`config.mk`:
```
export PLATFORM = sky130hd
export DESIGN_NAME = secded_dec_26_32
export DESIGN_NICKNAME = d
export VERILOG_FILES = /design/src/rtl/axi_ecc_pkg.sv /design/src/rtl/secded_dec_26_32.sv
export SDC_FILE = /design/constraint.sdc
export NUM_CORES = 1
export LEC_CHECK = 0
export BUFFER_PORTS_ARGS = -buffer_cell sky130_fd_sc_hd__clkbuf_2
export CAP_MARGIN = 10
export CORE_MARGIN = 1
export CORE_UTILIZATION = 44
export DETAILED_ROUTE_END_ITERATION = 10
export PLACE_DENSITY = 0.81
export SYNTH_ARGS = -nofsm -noshare
export SYNTH_HDL_FRONTEND = slang
export SYNTH_SLANG_ARGS = --single-unit
```
`constraint.sdc`:
```
create_clock -name vclk -period 3.5
set_clock_uncertainty 0.05 [all_clocks]
set_input_delay 0.7 -clock vclk [all_inputs]
set_output_delay 0.7 -clock vclk [all_outputs]
set_load 0.02 [all_outputs]
```
`src/rtl/axi_ecc_pkg.sv`:
```
// Shared definitions for the AXI R-channel SECDED checker: codeword layout,
// response codes, decode result and a reference encoder.
package axi_ecc_pkg;

  localparam int CODE_W = 32;
  localparam int DATA_W = 26;
  localparam int SYN_W  = 5;

  // Bit k marks codeword index k (Hamming position k+1) as covered by syndrome bit i.
  localparam logic [CODE_W-2:0] SYN_MASK [SYN_W] = '{
    31'h5555_5555, 31'h6666_6666, 31'h7878_7878, 31'h7F80_7F80, 31'h7FFF_8000
  };

  typedef enum logic [1:0] {
    RESP_OKAY   = 2'b00,
    RESP_EXOKAY = 2'b01,
    RESP_SLVERR = 2'b10,
    RESP_DECERR = 2'b11
  } axi_resp_e;

  typedef struct packed {
    logic [DATA_W-1:0] data;
    logic              corr;
    logic              uncorr;
  } dec_res_t;

  function automatic logic [DATA_W-1:0] ecc_extract(input logic [CODE_W-1:0] cw);
    return {cw[30:16], cw[14:8], cw[6:4], cw[2]};
  endfunction

  function automatic logic [CODE_W-1:0] ecc_encode(input logic [DATA_W-1:0] d);
    logic [CODE_W-1:0] cw;
    cw = {1'b0, d[25:11], 1'b0, d[10:4], 1'b0, d[3:1], 1'b0, d[0], 2'b00};
    // Masks never cover another parity slot, so the parities are independent.
    cw[0]  = ^(cw[CODE_W-2:0] & SYN_MASK[0]);
    cw[1]  = ^(cw[CODE_W-2:0] & SYN_MASK[1]);
    cw[3]  = ^(cw[CODE_W-2:0] & SYN_MASK[2]);
    cw[7]  = ^(cw[CODE_W-2:0] & SYN_MASK[3]);
    cw[15] = ^(cw[CODE_W-2:0] & SYN_MASK[4]);
    cw[31] = ^cw[CODE_W-2:0];
    return cw;
  endfunction

endpackage

```
`src/rtl/secded_dec_26_32.sv`:
```
// Combinational SECDED decoder: 32-bit Hamming codeword to 26-bit data plus
// corrected / uncorrectable flags.
module secded_dec_26_32
  import axi_ecc_pkg::*;
(
  input  logic [CODE_W-1:0] cw,
  output logic [DATA_W-1:0] data,
  output logic              corr,
  output logic              uncorr
);

  logic [SYN_W-1:0]  syn;
  logic              ovr;
  logic [CODE_W-1:0] fixed;
  dec_res_t          res;

  for (genvar i = 0; i < SYN_W; i++) begin : g_syn
    assign syn[i] = ^(cw[CODE_W-2:0] & SYN_MASK[i]);
  end

  assign ovr = ^cw;

  always_comb begin
    fixed = cw;
    // Odd overall parity with zero syndrome means only P6 flipped: data is intact.
    if (ovr && (syn != '0))
      fixed = cw ^ ({{(CODE_W-1){1'b0}}, 1'b1} << (syn - 5'd1));
    res.data   = ecc_extract(fixed);
    res.corr   = ovr;
    res.uncorr = !ovr && (syn != '0);
  end

  assign data   = res.data;
  assign corr   = res.corr;
  assign uncorr = res.uncorr;

endmodule

```
==> results of run 1 <==
[cells by family after synthesis]
family / synth area share, %
compound gates: 3.89
xor+xnor: 76.3
buf+inv: 2.21
simple gates: 17.6
[Yosys cell counts, drive strengths merged]
cell,number,area (µm²)
clkbuf,2,7.51
and2,1,6.26
xnor3,12,274
nand2b,1,6.26
nand4b,1,8.76
buf,2,18.8
nand3b,3,22.5
xor2,13,114
o21ai,3,30.0
nand2,3,11.3
o31ai,1,7.51
nand3,24,120
nor2,5,18.8
xor3,3,73.8
nor2b,1,6.26
o311ai,1,8.76
or2,1,8.76
xnor2,51,447
[through the flow]
step | TNS, ns | instances
floorplan | -0.633 | 128
global placement | -5.60 | 261
detailed placement | -7.76 | 261
==> impl_summary.md, run 1 <==
Status
The run stopped with a tool error. Progress stopped at 4_1_cts. The first error in the log reads "[ERROR DPL-0033] detailed placement checks failed during check placement".

Place
The HPWL reported at the end of detailed placement is 3680 µm. Once placement finished, the instance area stood at 0.00221 mm². The last weighted congestion value of the routability-driven placer is 0.823. The post-placement setup slack is -0.428 ns. The number of input and output port buffers inserted is 60.

Clocking
The number of buffers added to fix hold violations after cts is 0. The buffers inserted during post-CTS setup optimization is 2. The count of cells resized by post-cts repair is 62.

Synthesis
The post-synth design cell area is 0.00119 mm². The sequential area share after synthesis is 0%. Synthesis instantiated 23 different standard cells from the library. The count of warnings emitted by yosys is 0. The net count of the mapped netlist is 160. The number of instances in the synthesized netlist is 128. In this run the mean area of a mapped cell was 9.30 µm².

Floorplan
Once the floorplan was initialized, standard cells occupied 47.2% of the core. The I/O pin total is 60. The floorplan step set the die height to 54 µm. Measured along the x axis, the die boundary spans 54 µm. The floorplan has 18 rows.
==> run 2: changes to the inputs <==
--- a/config.mk
+++ b/config.mk
@@ -7,10 +7,10 @@
 export LEC_CHECK = 0
 export BUFFER_PORTS_ARGS = -buffer_cell sky130_fd_sc_hd__clkbuf_2
 export CAP_MARGIN = 10
-export CORE_MARGIN = 1
-export CORE_UTILIZATION = 44
+export CORE_AREA = 2 2 63 65
 export DETAILED_ROUTE_END_ITERATION = 10
-export PLACE_DENSITY = 0.81
+export DIE_AREA = 0 0 65 67
+export PLACE_DENSITY_LB_ADDON = 0.15
 export SYNTH_ARGS = -nofsm -noshare
 export SYNTH_HDL_FRONTEND = slang
 export SYNTH_SLANG_ARGS = --single-unit
==> constraint.sdc (replaced) <==
create_clock -name vclk -period 4.55
set_clock_uncertainty 0.05 [all_clocks]
set_input_delay 0.91 -clock vclk [all_inputs]
set_output_delay 0.91 -clock vclk [all_outputs]
set_load 0.02 [all_outputs]
==> impl_summary.md, run 2 <==
Status
The flow ran to the end, and the final reports show no timing, DRC or antenna violations.

Clocking
The count of cells resized by post-cts repair is 0 (-100%).

Worst setup path
The worst setup path category is primary input to output pin. The maximum net fanout on the critical path is 15. The most critical setup path has its startpoint at cw[13]. STA puts the critical path data arrival time at 3.45 ns. The worst path required time is 3.59 ns. The critical path endpoint category is an output pin. The worst setup path is launched from a primary input.

The endpoint of the most critical setup path is data[6].

Timing
In the finished design, the share of the clock period the worst path needs comes to 96.8%. The aggregate negative setup slack is 0 ns. For the pin with the worst max-slew slack, the measured transition is 0.508 ns. Measured against its own limit, the worst slew margin works out to 66.1%. The number of failing hold endpoints at the final stage is 0. The upper clock frequency limit is 227 MHz. The number of slew-limit violations in the final report is 0. The count of final setup violators is 0. The clock period minus worst slack is 4.41 ns.

Setup repair after global routing left no endpoint under its margin.

Detailed routing
After detailed routing, the average wire length per cell comes to 13.3 µm. The DRC violation total after the first TritonRoute iteration is 30. For this block, the routed nets add up to 3190 µm of wire.

The DRC violations left is 0. Dividing the detail-routed via count by the number of cells gives 4.60. The number of antenna-violating nets in the routed design is 0.

The total iterations of the first detailed-routing run is 4. The via total after detailed routing is 1105.

Synthesis
Sorting the synthesized cells by area gives the leading types as xnor2_1, xnor3_1, nand3_1, xor2_1, xor3_2. The largest total area in the synthesized netlist belongs to xnor2_1. The count of warnings emitted by yosys is 0 (unchanged).

The complex-gate fraction of the synthesized area came to 3.89% (unchanged). The share of cell area taken by muxes after synthesis is 0% (unchanged). In the synthesized netlist, the cells that appear most often are xnor2_1, nand3_1, xor2_1, xnor3_1, nor2_1. The post-synth design cell area is 0.00119 mm² (unchanged). The average instance area after synthesis is 9.30 µm² (unchanged). The number of instances in the synthesized netlist came to 128 (unchanged).

The net count of the mapped netlist was 160 (unchanged). The area share of the largest cell type after synthesis was 37.5% (unchanged). The main combinational cell family by area after synthesis is XOR/XNOR gates. The number of library cell types mapped by synthesis is 23 (unchanged). The adder and majority cell fraction of the synthesized area is 0% (unchanged). The post-synthesis share of cell area spent on and, or, nand and nor gates was 17.6% (unchanged). The xor/xnor cell area share of the yosys netlist is 76.3% (unchanged). The sequential area share after synthesis is 0% (unchanged).

Among all cell types in the netlist, the one instantiated most often is xnor2_1.

Worst hold path
The path class of the tightest hold or removal check is primary input to output pin. The launch point of the worst hold path is cw[27].

Finish
Leaving out fill and tap cells, the most frequent cell in the layout is clkbuf_2. The sequential cell area is 0 µm². In the layout the commonest cells are clkbuf_2, xnor2_1, nand3_1. The net total in the final layout is 226. The area added between synthesis and finish is 34.2%. The post-route standard cell area excluding fillers is 0.00160 mm². The total number of sequential cells is 0. The count of clock-net buffers in the final layout is 0.

The diode insertion count for antenna repair is 0. The ratio of cells with drive above 1 in the final layout is 38.5%.

Power
Summed over all cells, the static leakage comes to 0.000757 µW. The power spent charging and discharging nets is 499 µW. The worst-case IR drop observed on VDD is 0.000206 V. Registers are responsible for 0% of the overall power. The internal power of the cells totals 381 µW. The design draws 880 µW. In this run the power density over the cells is 551 mW/mm². The fraction of power spent switching nets is 56.7%. Per report_power, the clock group accounts for 0% of the total. Combinational cells account for 100.0% of the total power.

Floorplan
The die covers 0.00436 mm². The vertical die dimension is 67 µm (+24%). The floorplan step defined a core boundary enclosing 0.00361 mm². The initial core utilization came to 33.0% (-14 points). The I/O pin total is 60 (unchanged). The width of the chip is 65 µm (+20%).

The total number of placement rows is 22 (+4).

Place
The number of input and output port buffers inserted came to 60 (unchanged). The HPWL reported at the end of detailed placement is 2810 µm (-24%). The post-detailed-placement cell area is 0.00158 mm² (-29%). The last weighted congestion value of the routability-driven placer is 0.808 (-1.8%).

Job
The number of max-capacitance violations reported is 0.

GRT
For this run the aggregate overflow at the end of global routing stands at 0. The via count of the first global-routing pass is 1093. The combined global-route utilization of all metal layers is 14.8%.

The first global-routing pass estimated 5100 µm of wire. Entering global routing, the biggest net connects 16 pins. The number of antenna violations at the first check in global routing is 0.
-- run 2: area by class of cell --
cell class,instances,area (µm²)
Fill cell,375,2010
Multi-Input combinational cell,124,1160
Tap cell,48,60.1
Timing Repair Buffer,68,373
-- run 2: timing repair --
item / 4_1_cts / 5_1_grt
setup buffers: 0 / 1
endpoints found under the setup margin: 0 / 9
hold buffers: 0 / 0
-- run 2: per-layer routing --
metal | track usage (%) | share of wire (%) | vias to the layer above
met2 | 27.7 | 50 | 42
met3 | 0.507 | 7.1 | 0
met5 | 0 | 0 | -
met4 | 0.266 | 0 | 0
li1 | - | - | 560
met1 | 19.9 | 43 | 503
-- run 2: worst min-delay path by stage --
| stage | endpoint | slack, ns | depth (start not counted) |
|---|---|---|---|
| global route | data[22] | 2.10 | 3 |
| CTS | data[22] | 2.10 | 3 |
| detailed placement | data[22] | 2.09 | 3 |
| floorplan | data[0] | 1.91 | 1 |
| finish | data[22] | 2.09 | 3 |
| global placement | data[2] | 2.09 | 3 |
-- run 2: worst max-delay path, cell delays in order --
cell	delay, ns
clkbuf_2	0.12
xnor3_1	0.48
xnor3_1	0.47
xor3_2	0.32
or2_4	0.30
o21ai_4	0.17
buf_12	0.16
nand3_1	0.09
xnor2_1	0.21
clkbuf_2	0.20
-- run 2: logic make-up (layout without fill, tap and decap cells) --
| family | Yosys count | count (layout) |
|---|---|---|
| AOI/OAI and AO/OA | 5 | 5 |
| buffers and inverters | 4 | 68 |
| xor gates and xnor gates | 79 | 79 |
| and+or+nand+nor | 40 | 40 |
-- run 2: power by group through the flow --
| stage | Combinational (µW) | Sequential, µW | Clock, µW |
|---|---|---|---|
| after floorplan | 608 | 0 | 0 |
| after global placement | 841 | 0 | 0 |
| after detailed placement | 847 | 0 | 0 |
| after CTS | 850 | 0 | 0 |
| after global routing | 954 | 0 | 0 |
| final | 880 | 0 | 0 |
-- run 2: per-stage QoR --
step / setup slack (ns) / cells / hold WS (ns) / util (%)
2_1_floorplan: 0.443 / 128 / 1.91 / -
3_3_place_gp: 0.149 / 239 / 2.09 / 43.7
3_5_place_dp: 0.0632 / 239 / 2.09 / 43.7
4_1_cts: 0.0466 / 239 / 2.10 / 43.7
5_1_grt: 0.0377 / 240 / 2.10 / 44.3
6_report: 0.144 / 240 / 2.09 / 44.3
(Power assumes the default switching activity.)
==> run 3: changes to the inputs <==
--- a/config.mk
+++ b/config.mk
@@ -10,7 +10,8 @@
 export CORE_AREA = 2 2 63 65
 export DETAILED_ROUTE_END_ITERATION = 10
 export DIE_AREA = 0 0 65 67
-export PLACE_DENSITY_LB_ADDON = 0.15
+export PLACE_DENSITY_LB_ADDON = 0.25
+export SETUP_SLACK_MARGIN = 0.3
 export SYNTH_ARGS = -nofsm -noshare
 export SYNTH_HDL_FRONTEND = slang
 export SYNTH_SLANG_ARGS = --single-unit
==> impl_summary.md, run 3 (same netlist as run 2, synthesis figures left out) <==
GRT
The global routing met3 resource utilization came to 0.338% (-0.17 points). The via count of the first global-routing pass came to 1035 (-5.3%). The global-route wire length before repair was 5000 µm (-1.9%). The met2 track demand over resource is 27.3% (-0.39 points). The met1 usage in global routing was 20.3% (+0.41 points). The total congestion overflow after global routing is 0 (unchanged). The largest net degree at the start of global routing is 12 (-4). met2 is the most crowded layer. The number of antenna violations at the first check in global routing was 0 (unchanged). The combined global-route utilization of all metal layers came to 14.8% (-0.036 points).

Detailed routing
The via total after detailed routing came to 1154 (+4.4%). The number of antenna-violating nets in the routed design was 0 (unchanged). The total iterations of the first detailed-routing run came to 4 (unchanged). The average detailed-routed wire length per instance is 13.6 µm (+2.4%). The DRC violation total after the first TritonRoute iteration is 47 (+57%). The via count normalized by instance count is 4.69 (+1.9%).

The sum of routed wire length over all layers is 3350 µm (+4.9%). The DRC violations left is 0 (unchanged).

Timing
The worst slew margin relative to its limit came to 57.1% (-9.0 points). The worst hold-check slack was 2.09 ns (-0.00179 ns). The clock period minus worst slack is 4.18 ns (-0.224 ns). The count of final setup violators is 0 (unchanged). The aggregate negative setup slack is 0 ns (unchanged). The final worst-path cycle share is 91.9% (-4.9 points). The number of slew-limit violations in the final report is 0 (unchanged).

The transition time at the pin with the least slew margin was 0.640 ns (+0.132 ns). Setup repair after global routing could not meet its margin everywhere. The number of failing hold endpoints at the final stage is 0 (unchanged). The upper clock frequency limit is 239 MHz (+5.4%).

Finish
The share of the core filled with cells was 47.9% (+3.6 points). The net total in the final layout is 232 (+2.7%). The sequential cell area came to 0 µm² (unchanged). The ratio of cells with drive above 1 in the final layout is 47.5% (+8.9 points). The area added between synthesis and finish is 45.1%.

The post-route standard cell area excluding fillers is 0.00173 mm² (+8.2%). The diode insertion count for antenna repair was 0 (unchanged). The top cell types in the final layout, fill and taps aside, are xnor2_1, clkbuf_2, nand3_1. The count of clock-net buffers in the final layout is 0 (unchanged).

The total number of sequential cells was 0 (unchanged).

Floorplan
The area of the core was 0.00361 mm² (unchanged). The vertical die dimension is 67 µm (unchanged). The floorplan die area is 0.00436 mm² (unchanged). The width of the chip is 65 µm (unchanged). The I/O pin total is 60 (unchanged). The total number of placement rows came to 22 (unchanged). The initial core utilization is 33.0% (unchanged).

Place
The HPWL reported at the end of detailed placement was 2670 µm (-4.9%). The number of input and output port buffers inserted was 60 (unchanged). The post-detailed-placement cell area came to 0.00155 mm² (-1.4%). The last weighted congestion value of the routability-driven placer came to 0.773 (-4.3%).

Worst setup path
The slowest stage cell on the critical path is xnor3_1. The worst setup path is captured at an output pin. The critical path ends at data[18]. The data arrival time at the worst-slack endpoint is 3.22 ns (-0.23 ns). STA classifies the critical path startpoint as a primary input. The largest incremental delay on the critical path is 0.47 ns (about the same). The signal on the critical path passes through clkbuf_2, xor2_2, xnor3_1, xor3_2, or2_4, o21ai_4, buf_4, nand3_1, xnor2_1, clkbuf_4. The worst setup path category is primary input to output pin. The maximum net fanout on the critical path came to 4 (-11). In this run the worst setup path begins at cw[22]. The worst path required time is 3.59 ns (about the same).

Power
The static power due to leakage is 0.000806 µW (+6.4%). The peak supply drop was 0.000219 V (+6.1%). The power density over cell area is 550 mW/mm² (-0.31%).

Status
The flow ran to the end, and the final reports show no timing, DRC or antenna violations.

Worst hold path
The path class of the tightest hold or removal check is primary input to output pin.

Job
The number of max-capacitance violations reported is 0 (unchanged).

Clocking
The number of buffers added to fix hold violations after cts was 0 (unchanged).
[run 3: cell count changes in the layout (fill, tap and decap cells not counted), sizes merged]
| cell | change |
|---|---|
| buf | +13 |
| clkbuf | -8 |
| o21ai | +1 |
[run 3: power breakdown]
group / total, µW / internal (µW) / leakage (µW) / switching (µW)
combinational: 949 / 419 / 0.000806 / 530
clock: 0 / 0 / 0 / 0
sequential: 0 / 0 / 0 / 0
total: 949 / 419 / 0.000806 / 530
[run 3: layout make-up]
| cell class | count | area, µm² |
|---|---|---|
| fillers | 362 | 1880 |
| multi-input cells | 125 | 1240 |
| well taps | 48 | 60.1 |
| repair buffers | 73 | 428 |
[run 3: stage by stage]
stage | setup WS [ns] | std cells | power (µW)
finish | 0.368 | 246 | 949
global route | 0.244 | 246 | 1020
CTS | 0.253 | 242 | 904
detailed placement | 0.0484 | 236 | 808
global placement | 0.0517 | 236 | 813
floorplan | 0.443 | 128 | 608
[run 3: worst min path at each step]
stage / slack [ns] / cells after the start / from / endpoint
6_report: 2.09 / 3 / cw[5] / data[2]
5_1_grt: 2.12 / 3 / cw[5] / data[2]
4_1_cts: 2.09 / 3 / cw[19] / data[14]
3_5_place_dp: 2.09 / 3 / cw[19] / data[14]
3_3_place_gp: 2.09 / 3 / cw[19] / data[14]
2_1_floorplan: 1.91 / 1 / cw[2] / data[0]
[run 3: critical path, delay by kind of cell]
| family | cells | cell delay [ns] |
|---|---|---|
| simple gates | 2 | 0.39 |
| compound gates | 1 | 0.17 |
| buf+inv | 3 | 0.49 |
| xor+xnor | 4 | 1.27 |
[run 3: layer usage]
metal,part of all wire (%),vias up
met5,0,-
met3,4.8,2
met4,0.63,0
met1,44,541
met2,50,38
li1,-,573
[run 3: what timing repair did]
action                     CTS  global route
cloned                       1             0
setup endpoints to repair   26            27
pin swaps                    8            13
buffers inserted             5             4
gates resized for setup      8            22
==> run 4: changes to the inputs <==
==> constraint.sdc (replaced) <==
create_clock -name vclk -period 5.3
set_clock_uncertainty 0.05 [all_clocks]
set_input_delay 1.06 -clock vclk [all_inputs]
set_output_delay 1.06 -clock vclk [all_outputs]
set_load 0.02 [all_outputs]
==> impl_summary.md, run 4 (same netlist as run 2, synthesis figures left out) <==
GRT
The met2 track demand over resource is 22.8% (-4.5 points). The total congestion overflow after global routing was 0 (unchanged). The number of antenna violations at the first check in global routing was 0 (unchanged). The via count of the first global-routing pass is 889 (-14%).

The largest net degree at the start of global routing was 16 (+4). The combined global-route utilization of all metal layers is 12.3% (-2.4 points). In this run the most used layer during global routing was met2. The global routing met3 resource utilization is 0.338% (unchanged). The global-route wire length before repair is 4180 µm (-16%).

The met1 usage in global routing is 16.9% (-3.3 points).

Finish
The count of clock-net buffers in the final layout is 0 (unchanged). The diode insertion count for antenna repair was 0 (unchanged). The total number of sequential cells is 0 (unchanged). The area added between synthesis and finish is 28.7%.

The library cell used most frequently in the layout, excluding fill and tap cells, is clkbuf_2. The ratio of cells with drive above 1 in the final layout is 36.2% (-11 points). The filler cell count is 376 (+3.9%).

The share of the core filled with cells was 42.5% (-5.4 points). The sequential cell area is 0 µm² (unchanged). The net total in the final layout is 219 (-5.6%). The top cell types in the final layout, fill and taps aside, are clkbuf_2, xnor2_1, nand3_1.

Timing
The aggregate negative setup slack was 0 ns (unchanged). The worst slew margin relative to its limit is 59.6% (+2.6 points). The number of slew-limit violations in the final report is 0 (unchanged). The worst hold-check slack is 2.39 ns (+0.300 ns). Setup repair after global routing left no endpoint under its margin. The final worst-path cycle share is 89.5%.

The number of failing hold endpoints at the final stage was 0 (unchanged). The clock period minus worst slack is 4.74 ns. The upper clock frequency limit is 211 MHz.

The count of final setup violators came to 0 (unchanged). The transition time at the pin with the least slew margin is 0.603 ns (-0.0361 ns).

Detailed routing
The DRC violation total after the first TritonRoute iteration came to 26 (-45%). The sum of routed wire length over all layers is 2950 µm (-12%). The average detailed-routed wire length per instance is 12.7 µm (-6.9%).

The total iterations of the first detailed-routing run is 4 (unchanged). The DRC violations left is 0 (unchanged). The via count normalized by instance count is 4.46 (-4.9%). The via total after detailed routing is 1039 (-10%). The number of antenna-violating nets in the routed design is 0 (unchanged).

Status
The flow ran to the end, and the final reports show no timing, DRC or antenna violations.

Power
The power spent charging and discharging nets is 401 µW (-24%). The share of total power in combinational logic came to 100.0% (about the same). The sequential power share was 0% (unchanged). The static power due to leakage is 0.000717 µW (-11%). The cell internal power dissipation is 258 µW (-38%).

The fraction of power spent switching nets came to 60.8% (+5.0 points). The peak supply drop is 0.000180 V (-18%). The power density over cell area came to 431 mW/mm² (-22%). The clock group share of total power came to 0% (unchanged).

Worst setup path
The number of buffer and inverter stages on the critical path came to 2 (-1). Traced cell by cell, the critical path runs through clkbuf_2, xnor3_1, xnor3_1, xor3_2, or2_4, o21ai_2, nand4b_1, xnor2_1, clkbuf_2. The type of origin of the critical path is a primary input. The worst setup path is captured at an output pin. The maximum net fanout on the critical path is 11 (+7). The data arrival time at the worst-slack endpoint is 3.63 ns (+0.41 ns). The worst path required time is 4.19 ns (+0.60 ns). Broken down by cell family, the worst path's largest delay share belongs to XOR/XNOR gates. The slowest stage cell on the critical path is xnor3_1. The setup path with the least slack is of type primary input to output pin.

The largest incremental delay on the critical path is 0.48 ns (about the same).

Job
The number of max-capacitance violations reported was 0 (unchanged).

Worst hold path
The tightest min-delay check is of the primary input to output pin type.

Floorplan
The floorplan die area was 0.00436 mm² (unchanged). The total number of placement rows is 22 (unchanged). The area of the core is 0.00361 mm² (unchanged). The width of the chip is 65 µm (unchanged). The I/O pin total was 60 (unchanged). The initial core utilization came to 33.0% (unchanged).

The vertical die dimension was 67 µm (unchanged).

Clocking
The buffers inserted during post-CTS setup optimization is 0 (-5). The count of cells resized by post-cts repair is 0 (-8). The number of buffers added to fix hold violations after cts is 0 (unchanged).

Place
The last weighted congestion value of the routability-driven placer is 0.813 (+5.2%). The number of input and output port buffers inserted was 60 (unchanged). The HPWL reported at the end of detailed placement was 2570 µm (-3.8%).
-- run 4: power groups by stage --
stage          clock network (µW)  registers (µW)  logic, µW
3_5_place_dp                    0               0        664
2_1_floorplan                   0               0        522
6_report                        0               0        660
3_3_place_gp                    0               0        667
5_1_grt                         0               0        719
4_1_cts                         0               0        667
-- run 4: worst paths after layout --
path	slack, ns	end	cells past startpoint	startpoint
setup / recovery	0.56	data[1]	9	cw[13]
hold / removal	2.39	data[2]	3	cw[5]
-- run 4: tightest hold or removal path, cell delays in order --
cell	delay, ns
clkbuf_2	0.10
xnor2_1	0.07
clkbuf_2	0.15
-- run 4: stage by stage --
stage | instance area, µm² | instances | setup WS [ns] | total power, µW
after CTS | 1530 | 233 | 0.533 | 667
after floorplan | 1190 | 128 | 0.893 | 522
after global routing | 1530 | 233 | 0.379 | 719
after detailed placement | 1530 | 233 | 0.532 | 664
after global placement | 1530 | 233 | 0.543 | 667
final | 1530 | 233 | 0.558 | 660
-- run 4: layout make-up --
class	count	area [µm²]	area share, %
multi-input combinational	124	1160	76.0
timing repair buffer	61	308	20.1
tap	48	60.1	3.92
-- run 4: routing by layer --
metal | share of wire, % | vias to the layer above
met3 | 4.4 | 0
met2 | 49 | 32
met4 | 0 | 0
li1 | - | 550
met5 | 0 | -
met1 | 46 | 457
